[src/rtl/uart_pkg.sv]
// Shared types and constants for the parameterised UART receiver.
// Holds the parity mode enum, the receive FSM states and the oversample ratio.
package uart_pkg;

    localparam int OVS = 16;

    typedef enum logic [1:0] {
        NONE = 2'd0,
        ODD  = 2'd1,
        EVEN = 2'd2
    } parity_e;

    typedef enum logic [2:0] {
        ST_IDLE,
        ST_START,
        ST_DATA,
        ST_PARITY,
        ST_STOP,
        ST_BREAK
    } rx_state_e;

    function automatic logic maj3(input logic a, input logic b, input logic c);
        return (a & b) | (a & c) | (b & c);
    endfunction

endpackage

[src/rtl/sync_fifo.sv]
// Single-clock FIFO with registered pointers and occupancy count.
// A push while full is accepted only when a pop frees a slot in the same cycle.
module sync_fifo
#(
    parameter int WIDTH = 8,
    parameter int DEPTH = 16
) (
    input  logic                     clk,
    input  logic                     rst_n,
    input  logic                     push,
    input  logic [WIDTH-1:0]         push_data,
    input  logic                     pop,
    output logic [WIDTH-1:0]         pop_data,
    output logic                     full,
    output logic                     empty,
    output logic [$clog2(DEPTH):0]   count
);

    localparam int AW = $clog2(DEPTH);
    localparam logic [AW:0] DEPTH_V = (AW+1)'(DEPTH);

    logic [WIDTH-1:0] mem [DEPTH];
    logic [AW-1:0]    wr_ptr;
    logic [AW-1:0]    rd_ptr;
    logic             do_push;
    logic             do_pop;

    assign full     = (count == DEPTH_V);
    assign empty    = (count == '0);
    assign do_pop   = pop && !empty;
    assign do_push  = push && (!full || do_pop);
    assign pop_data = empty ? '0 : mem[rd_ptr];

    // Pointers are exactly AW bits wide, so they wrap modulo DEPTH on their own.
    always_ff @(posedge clk) begin
        if (!rst_n) begin
            wr_ptr <= '0;
            rd_ptr <= '0;
            count  <= '0;
        end else begin
            if (do_push) wr_ptr <= wr_ptr + 1'b1;
            if (do_pop)  rd_ptr <= rd_ptr + 1'b1;
            case ({do_push, do_pop})
                2'b10:   count <= count + 1'b1;
                2'b01:   count <= count - 1'b1;
                default: count <= count;
            endcase
        end
    end

    // NOTE: storage is deliberately not reset; emptiness is tracked by count,
    // and an unreset array maps onto plain RAM.
    always_ff @(posedge clk) begin
        if (do_push) mem[wr_ptr] <= push_data;
    end

endmodule

[src/rtl/uart_rx_param.sv]
// UART receiver: 16x oversampling, 3-sample majority vote, optional parity, receive FIFO.
// Define UART_RX_BREAK_DET_EN to report all-zero frames on break_det instead of frame_error.
module uart_rx_param
    import uart_pkg::*;
#(
    parameter int CLK_FREQ_HZ = 72_000_000,
    parameter int BAUD_RATE   = 115_200,
    parameter int DATA_BITS   = 8,
    parameter int PARITY      = 0,
    parameter int STOP_BITS   = 1,
    parameter int FIFO_DEPTH  = 16
) (
    input  logic                           clk,
    input  logic                           rst_n,
    input  logic                           rx,
    output logic [DATA_BITS-1:0]           data_out,
    output logic                           valid,
    input  logic                           ready,
    output logic                           frame_error,
    output logic                           parity_error,
    output logic                           overrun_error,
    output logic                           break_det,
    output logic [$clog2(FIFO_DEPTH):0]    fifo_count
);

    localparam int             TICK_DIV  = CLK_FREQ_HZ / (BAUD_RATE * OVS);
    localparam int             DIV_W     = (TICK_DIV < 2) ? 1 : $clog2(TICK_DIV);
    localparam logic [DIV_W-1:0] DIV_LAST = DIV_W'(TICK_DIV - 1);
    localparam parity_e        PAR_MODE  = parity_e'(PARITY);
    localparam logic [3:0]     LAST_TICK = 4'(OVS - 1);
    localparam logic [3:0]     SMP_A     = 4'd7;
    localparam logic [3:0]     SMP_B     = 4'd8;
    localparam logic [3:0]     VOTE_TICK = 4'd9;
    localparam logic [3:0]     LAST_DATA = 4'(DATA_BITS - 1);
    localparam logic [3:0]     LAST_STOP = 4'(STOP_BITS - 1);

    if (TICK_DIV < 2 || DATA_BITS < 5 || DATA_BITS > 9 || PARITY < 0 || PARITY > 2 ||
        STOP_BITS < 1 || STOP_BITS > 2 || FIFO_DEPTH < 2 ||
        (FIFO_DEPTH & (FIFO_DEPTH - 1)) != 0) begin : g_param_check
        $error("uart_rx_param: illegal parameter set (TICK_DIV must be >= 2)");
    end

    rx_state_e            state, state_n;
    logic                 rx_meta, rx_sync, rx_prev;
    logic [DIV_W-1:0]     div_cnt;
    logic [3:0]           tick_idx;
    logic                 tick, vote_now, vote, fall;
    logic                 smp_a, smp_b;
    logic [DATA_BITS-1:0] shreg, shreg_n;
    logic [3:0]           bit_cnt, bit_cnt_n;
    logic [3:0]           hi_cnt, hi_cnt_n;
    logic                 par_fault, par_fault_n;
    logic                 frm_fault, frm_fault_n;
    logic                 saw_one, saw_one_n;
    logic                 par_exp;
    logic                 push, pop, fifo_full, fifo_empty;
    logic                 frame_err_n, parity_err_n;
`ifdef UART_RX_BREAK_DET_EN
    logic                 break_n;
`endif

    always_ff @(posedge clk) begin
        if (!rst_n) begin
            rx_meta <= 1'b1;
            rx_sync <= 1'b1;
            rx_prev <= 1'b1;
        end else begin
            rx_meta <= rx;
            rx_sync <= rx_meta;
            rx_prev <= rx_sync;
        end
    end

    assign fall     = rx_prev & ~rx_sync;
    assign tick     = (state != ST_IDLE) && (div_cnt == DIV_LAST);
    assign vote_now = tick && (tick_idx == VOTE_TICK);
    assign vote     = maj3(smp_a, smp_b, rx_sync);
    assign par_exp  = (PAR_MODE == ODD) ? ~^shreg : ^shreg;

    // The tick phase is held at zero while idle, so a detected edge starts a bit at tick 0.
    always_ff @(posedge clk) begin
        if (!rst_n || state == ST_IDLE) begin
            div_cnt  <= '0;
            tick_idx <= '0;
        end else if (tick) begin
            div_cnt  <= '0;
            tick_idx <= (tick_idx == LAST_TICK) ? 4'd0 : tick_idx + 4'd1;
        end else begin
            div_cnt  <= div_cnt + 1'b1;
        end
    end

    always_ff @(posedge clk) begin
        if (!rst_n) begin
            smp_a <= 1'b1;
            smp_b <= 1'b1;
        end else if (tick) begin
            if (tick_idx == SMP_A) smp_a <= rx_sync;
            if (tick_idx == SMP_B) smp_b <= rx_sync;
        end
    end

    // NOTE: every variable gets its default before the case so no path infers a latch.
    always_comb begin
        state_n      = state;
        shreg_n      = shreg;
        bit_cnt_n    = bit_cnt;
        hi_cnt_n     = hi_cnt;
        par_fault_n  = par_fault;
        frm_fault_n  = frm_fault;
        saw_one_n    = saw_one;
        push         = 1'b0;
        frame_err_n  = 1'b0;
        parity_err_n = 1'b0;
`ifdef UART_RX_BREAK_DET_EN
        break_n      = 1'b0;
`endif
        case (state)
            ST_IDLE: begin
                if (fall) state_n = ST_START;
            end
            ST_START: begin
                if (vote_now) begin
                    if (vote) begin
                        state_n = ST_IDLE;
                    end else begin
                        state_n     = ST_DATA;
                        bit_cnt_n   = '0;
                        par_fault_n = 1'b0;
                        frm_fault_n = 1'b0;
                        saw_one_n   = 1'b0;
                    end
                end
            end
            ST_DATA: begin
                if (vote_now) begin
                    shreg_n   = {vote, shreg[DATA_BITS-1:1]};
                    saw_one_n = saw_one | vote;
                    bit_cnt_n = bit_cnt + 4'd1;
                    if (bit_cnt == LAST_DATA) begin
                        bit_cnt_n = '0;
                        state_n   = (PAR_MODE == NONE) ? ST_STOP : ST_PARITY;
                    end
                end
            end
            ST_PARITY: begin
                if (vote_now) begin
                    par_fault_n = (vote != par_exp);
                    saw_one_n   = saw_one | vote;
                    state_n     = ST_STOP;
                end
            end
            ST_STOP: begin
                if (vote_now) begin
                    frm_fault_n = frm_fault | ~vote;
                    saw_one_n   = saw_one | vote;
                    bit_cnt_n   = bit_cnt + 4'd1;
                    if (bit_cnt == LAST_STOP) begin
                        state_n = ST_IDLE;
`ifdef UART_RX_BREAK_DET_EN
                        // A break is a line condition, so it suppresses the data-level errors too.
                        if (!saw_one_n) begin
                            break_n  = 1'b1;
                            hi_cnt_n = '0;
                            state_n  = ST_BREAK;
                        end else
`endif
                        if (frm_fault_n || par_fault_n) begin
                            frame_err_n  = frm_fault_n;
                            parity_err_n = par_fault_n;
                        end else begin
                            push = 1'b1;
                        end
                    end
                end
            end
            ST_BREAK: begin
                if (tick) begin
                    if (!rx_sync)                    hi_cnt_n = '0;
                    else if (hi_cnt == LAST_TICK)    state_n  = ST_IDLE;
                    else                             hi_cnt_n = hi_cnt + 4'd1;
                end
            end
            default: state_n = ST_IDLE;
        endcase
    end

    // NOTE: state registers take non-blocking assignments only; the comb block above uses blocking.
    always_ff @(posedge clk) begin
        if (!rst_n) begin
            state         <= ST_IDLE;
            shreg         <= '0;
            bit_cnt       <= '0;
            hi_cnt        <= '0;
            par_fault     <= 1'b0;
            frm_fault     <= 1'b0;
            saw_one       <= 1'b0;
            frame_error   <= 1'b0;
            parity_error  <= 1'b0;
            overrun_error <= 1'b0;
        end else begin
            state         <= state_n;
            shreg         <= shreg_n;
            bit_cnt       <= bit_cnt_n;
            hi_cnt        <= hi_cnt_n;
            par_fault     <= par_fault_n;
            frm_fault     <= frm_fault_n;
            saw_one       <= saw_one_n;
            frame_error   <= frame_err_n;
            parity_error  <= parity_err_n;
            overrun_error <= push && fifo_full && !pop;
        end
    end

`ifdef UART_RX_BREAK_DET_EN
    always_ff @(posedge clk) begin
        if (!rst_n) break_det <= 1'b0;
        else        break_det <= break_n;
    end
`else
    assign break_det = 1'b0;
`endif

    assign valid = !fifo_empty;
    assign pop   = valid && ready;

    sync_fifo #(
        .WIDTH (DATA_BITS),
        .DEPTH (FIFO_DEPTH)
    ) u_fifo (
        .clk       (clk),
        .rst_n     (rst_n),
        .push      (push),
        .push_data (shreg),
        .pop       (pop),
        .pop_data  (data_out),
        .full      (fifo_full),
        .empty     (fifo_empty),
        .count     (fifo_count)
    );

endmodule

[config.mk]
export PLATFORM = sky130hd
export DESIGN_NAME = uart_rx_param
export DESIGN_NICKNAME = d
export VERILOG_FILES = /design/src/rtl/uart_pkg.sv /design/src/rtl/sync_fifo.sv /design/src/rtl/uart_rx_param.sv
export SDC_FILE = /design/constraint.sdc
export NUM_CORES = 1
export LEC_CHECK = 0
export ABC_AREA = 1
export BUFFER_PORTS_ARGS = -buffer_cell sky130_fd_sc_hd__buf_2
export CAP_MARGIN = 20
export CELL_PAD_IN_SITES_DETAIL_PLACEMENT = 0
export CELL_PAD_IN_SITES_GLOBAL_PLACEMENT = 1
export CORE_ASPECT_RATIO = 1.75
export CORE_UTILIZATION = 45
export CTS_CLUSTER_DIAMETER = 100
export DETAILED_ROUTE_END_ITERATION = 6
export PLACE_DENSITY = 0.74
export SYNTH_ARGS = -nofsm -noshare
export SYNTH_HDL_FRONTEND = slang
export SYNTH_SLANG_ARGS = --single-unit
[constraint.sdc]
create_clock -name clk -period 2.6 [get_ports clk]
set_clock_uncertainty 0.2 [all_clocks]
set_input_delay 0.52 -clock clk [delete_from_list [all_inputs] [get_ports clk]]
set_output_delay 0.52 -clock clk [all_outputs]
set_load 0.02 [all_outputs]
==> out/results.ini <==
[cells_and_area]
fillers = 1431
areaGrowthSynthToFinish_pct = 24.9
stdcell_count = 1069
finish.utilization = 0.574
layout.nets = 850
layout-drive-gt1-share = 0.241
antenna_cells = 0

[placed_design]
dp_cells = 1013
numPortBuffers = 20
gp_congestion = 0.833
dp_hpwl_um = 12400

[clocking]
cts_buffer_depth = 2
cts_hold_buf = 0
cts_tree = done
htree_levels = 4
cts_num_sinks = 184
clockRootBuffer = clkbuf_16
cts.reportedPaths.clkPinSlew_ps = 70
clkLatencyLatePin_ps = 430
numCtsBuffers = 17

[setup_path]
crit_chain = buf_12 > buf_16 > o21ai_0 > o221ai_1 > nand3_1 > a21oi_2 > buf_6
critical_path.max_fanout = 6
arrival_ps = 2080
cp-start-kind = flop
path_class = flop to primary output
critical-path-top-delay-family = compound AO/OA/AOI/OAI gates
required_ps = 1880
cp_num_buf_inv = 3
end_kind = primary output
critPathMaxStageDelay_ps = 480
critPathSlowestCell = dfxtp_4

[detailed_routing]
wl_per_cell_um = 18.5
vias = 5747
drt-total-wl_um = 19800
drtIter0Drc = 303
drtPass1Iterations = 5
vias_per_cell = 5.38
drcViolationCount = 0
ant_nets = 0

[synthesis]
avgSynthCellArea_um2 = 10.4
yosysTopAreaCellShare = 0.493
ys_seq_elements = 184
synth_most_common_cell = nor2_1
ys.flop_type = edfxtp_1
synth_cell_type_count = 40
ys_warn_count = 0
synth_top_area_cell = edfxtp_1
async_flop_share = 0
synth_fp_nets = 768
syn_area_um2 = 7790
synth_top_cells_by_count = 149 x nor2_1, 128 x edfxtp_1, 93 x o21ai_0
synth_edf_count = 128
synth_seq_area_share = 0.637
ys_top_cells_by_area = edfxtp_1 49%, dfxtp_1 14%, nor2_1 7.2%
postSynthCellCount = 747

[floorplanning]
die-width_um = 101
rows = 63
start_util = 0.460
coreArea_um2 = 16900
die_area_um2 = 17900
die_h_um = 176
pin_count = 22

[global_routing]
antenna_found_initial = 0
grt_max_degree = 28
grt.overflow.total = 0
grt_pass1_wl_um = 28800
grt_pass1_vias = 5662
grt.total_usage = 0.221

[pwr]
max-vdd-ir-drop_v = 0.000386
design_power_total_uw = 6010
p_leak_uw = 0.00391
p_per_area_nw_per_um2 = 617

[timing]
drv_slew = 0
hold_violations = 0
setup_ws_ps = -198
rsz0062_at_grt = yes
clock.fmax_mhz = 357
period_minus_slack_ps = 2800
period_share = 1.08
setup_violations = 8

[outcome]
status = finished with violations
violations = setup timing

[min_path]
holdCritPathClass = input pin to flop

[job]
cap_viol_max_count = 0

-- area by class of cell --
class | instances | area, um2 | share of cell area
repair buffers | 91 | 930 | 0.0955
inverters | 58 | 236 | 0.0243
well taps | 227 | 284 | 0.0292
multi-input cells | 477 | 2750 | 0.282
clock inverters | 12 | 119 | 0.0122
clock buffers | 20 | 437 | 0.0449
flip-flops and latches | 184 | 4980 | 0.512
-- metrics by stage --
stage                     area [um2]  worst slack (ps)  setup TNS (ps)  hold slack [ps]
after global placement          8470              38.6               0              218
after global routing            9730              -257           -1440             84.8
after floorplan                 7790              30.5               0              193
final                           9730              -198            -883             74.8
after detailed placement        8470             -36.4           -36.4              210
after CTS                       9330              -118            -639             69.5
-- cell usage in the layout, fill, tap and decap left out, types with 23 or more instances in the layout --
cell	n
nor2_1	140
edfxtp_1	128
o21ai_0	65
nand2_1	62
buf_4	58
dfxtp_1	49
inv_1	45
nand3_1	32
o21ai_1	23
-- path summary, 6_finish.rpt --
| path | startpoint | endpoint | slack (ps) | depth (start not counted) |
|---|---|---|---|---|
| max | flop | data_out[4] | -200 | 7 |
| min | rx | rx_meta | 70 | 2 |
| max reg2reg | tick_idx[1] | u_fifo.count[4] | 80 | 18 |
| min reg2reg | rx_meta | rx_sync | 220 | 1 |
-- logic make-up (layout without fill, tap and decap cells) --
family          after synthesis  count (layout)  synth area share
simple gates                285             285             0.160
xor+xnor                     11              11            0.0124
other cells                   1               1          0.000481
fa+ha+maj                    17              17            0.0283
compound gates              163             163             0.119
flops                       184             184             0.637
buf+inv                      86             181            0.0426
-- what timing repair did --
action / 4_1_cts / 5_1_grt
hold endpoints to repair: 0 / 0
cloned: 6 / 5
setup buffers: 2 / 12
gates resized for setup: 39 / 86
pin swaps: 9 / 36
endpoints found under the setup margin: 9 / 9
-- sequential cells by signal (all words and copies together), names as in the netlist, named ones only --
signal	flops
div_cnt	6
parity_error	1
u_fifo.rd_ptr	4
rx_meta	1
rx_sync	1
u_fifo.wr_ptr	4
u_fifo.mem	128
shreg	8
smp_b	1
state	3
rx_prev	1
tick_idx	4
par_fault	1
frm_fault	1
u_fifo.count	5
smp_a	1
bit_cnt	4
hi_cnt	4
frame_error	1
overrun_error	1
-- power breakdown --
part	total, uW	switching [uW]	internal (uW)
Sequential	3160	41.2	3120
Combinational	385	259	126
Clock	2460	1130	1330
Total	6010	1430	4580
-- routing by layer --
metal | global-route usage | wire, um | vias to the layer above | share of wire
met5 | 0 | 0 | - | 0
met2 | 0.423 | 10900 | 119 | 0.55
met3 | 0.0333 | 607 | 52 | 0.031
li1 | - | - | 2777 | -
met4 | 0.138 | 1180 | 0 | 0.059
met1 | 0.215 | 7120 | 2799 | 0.36
(Power assumes the default switching activity.)
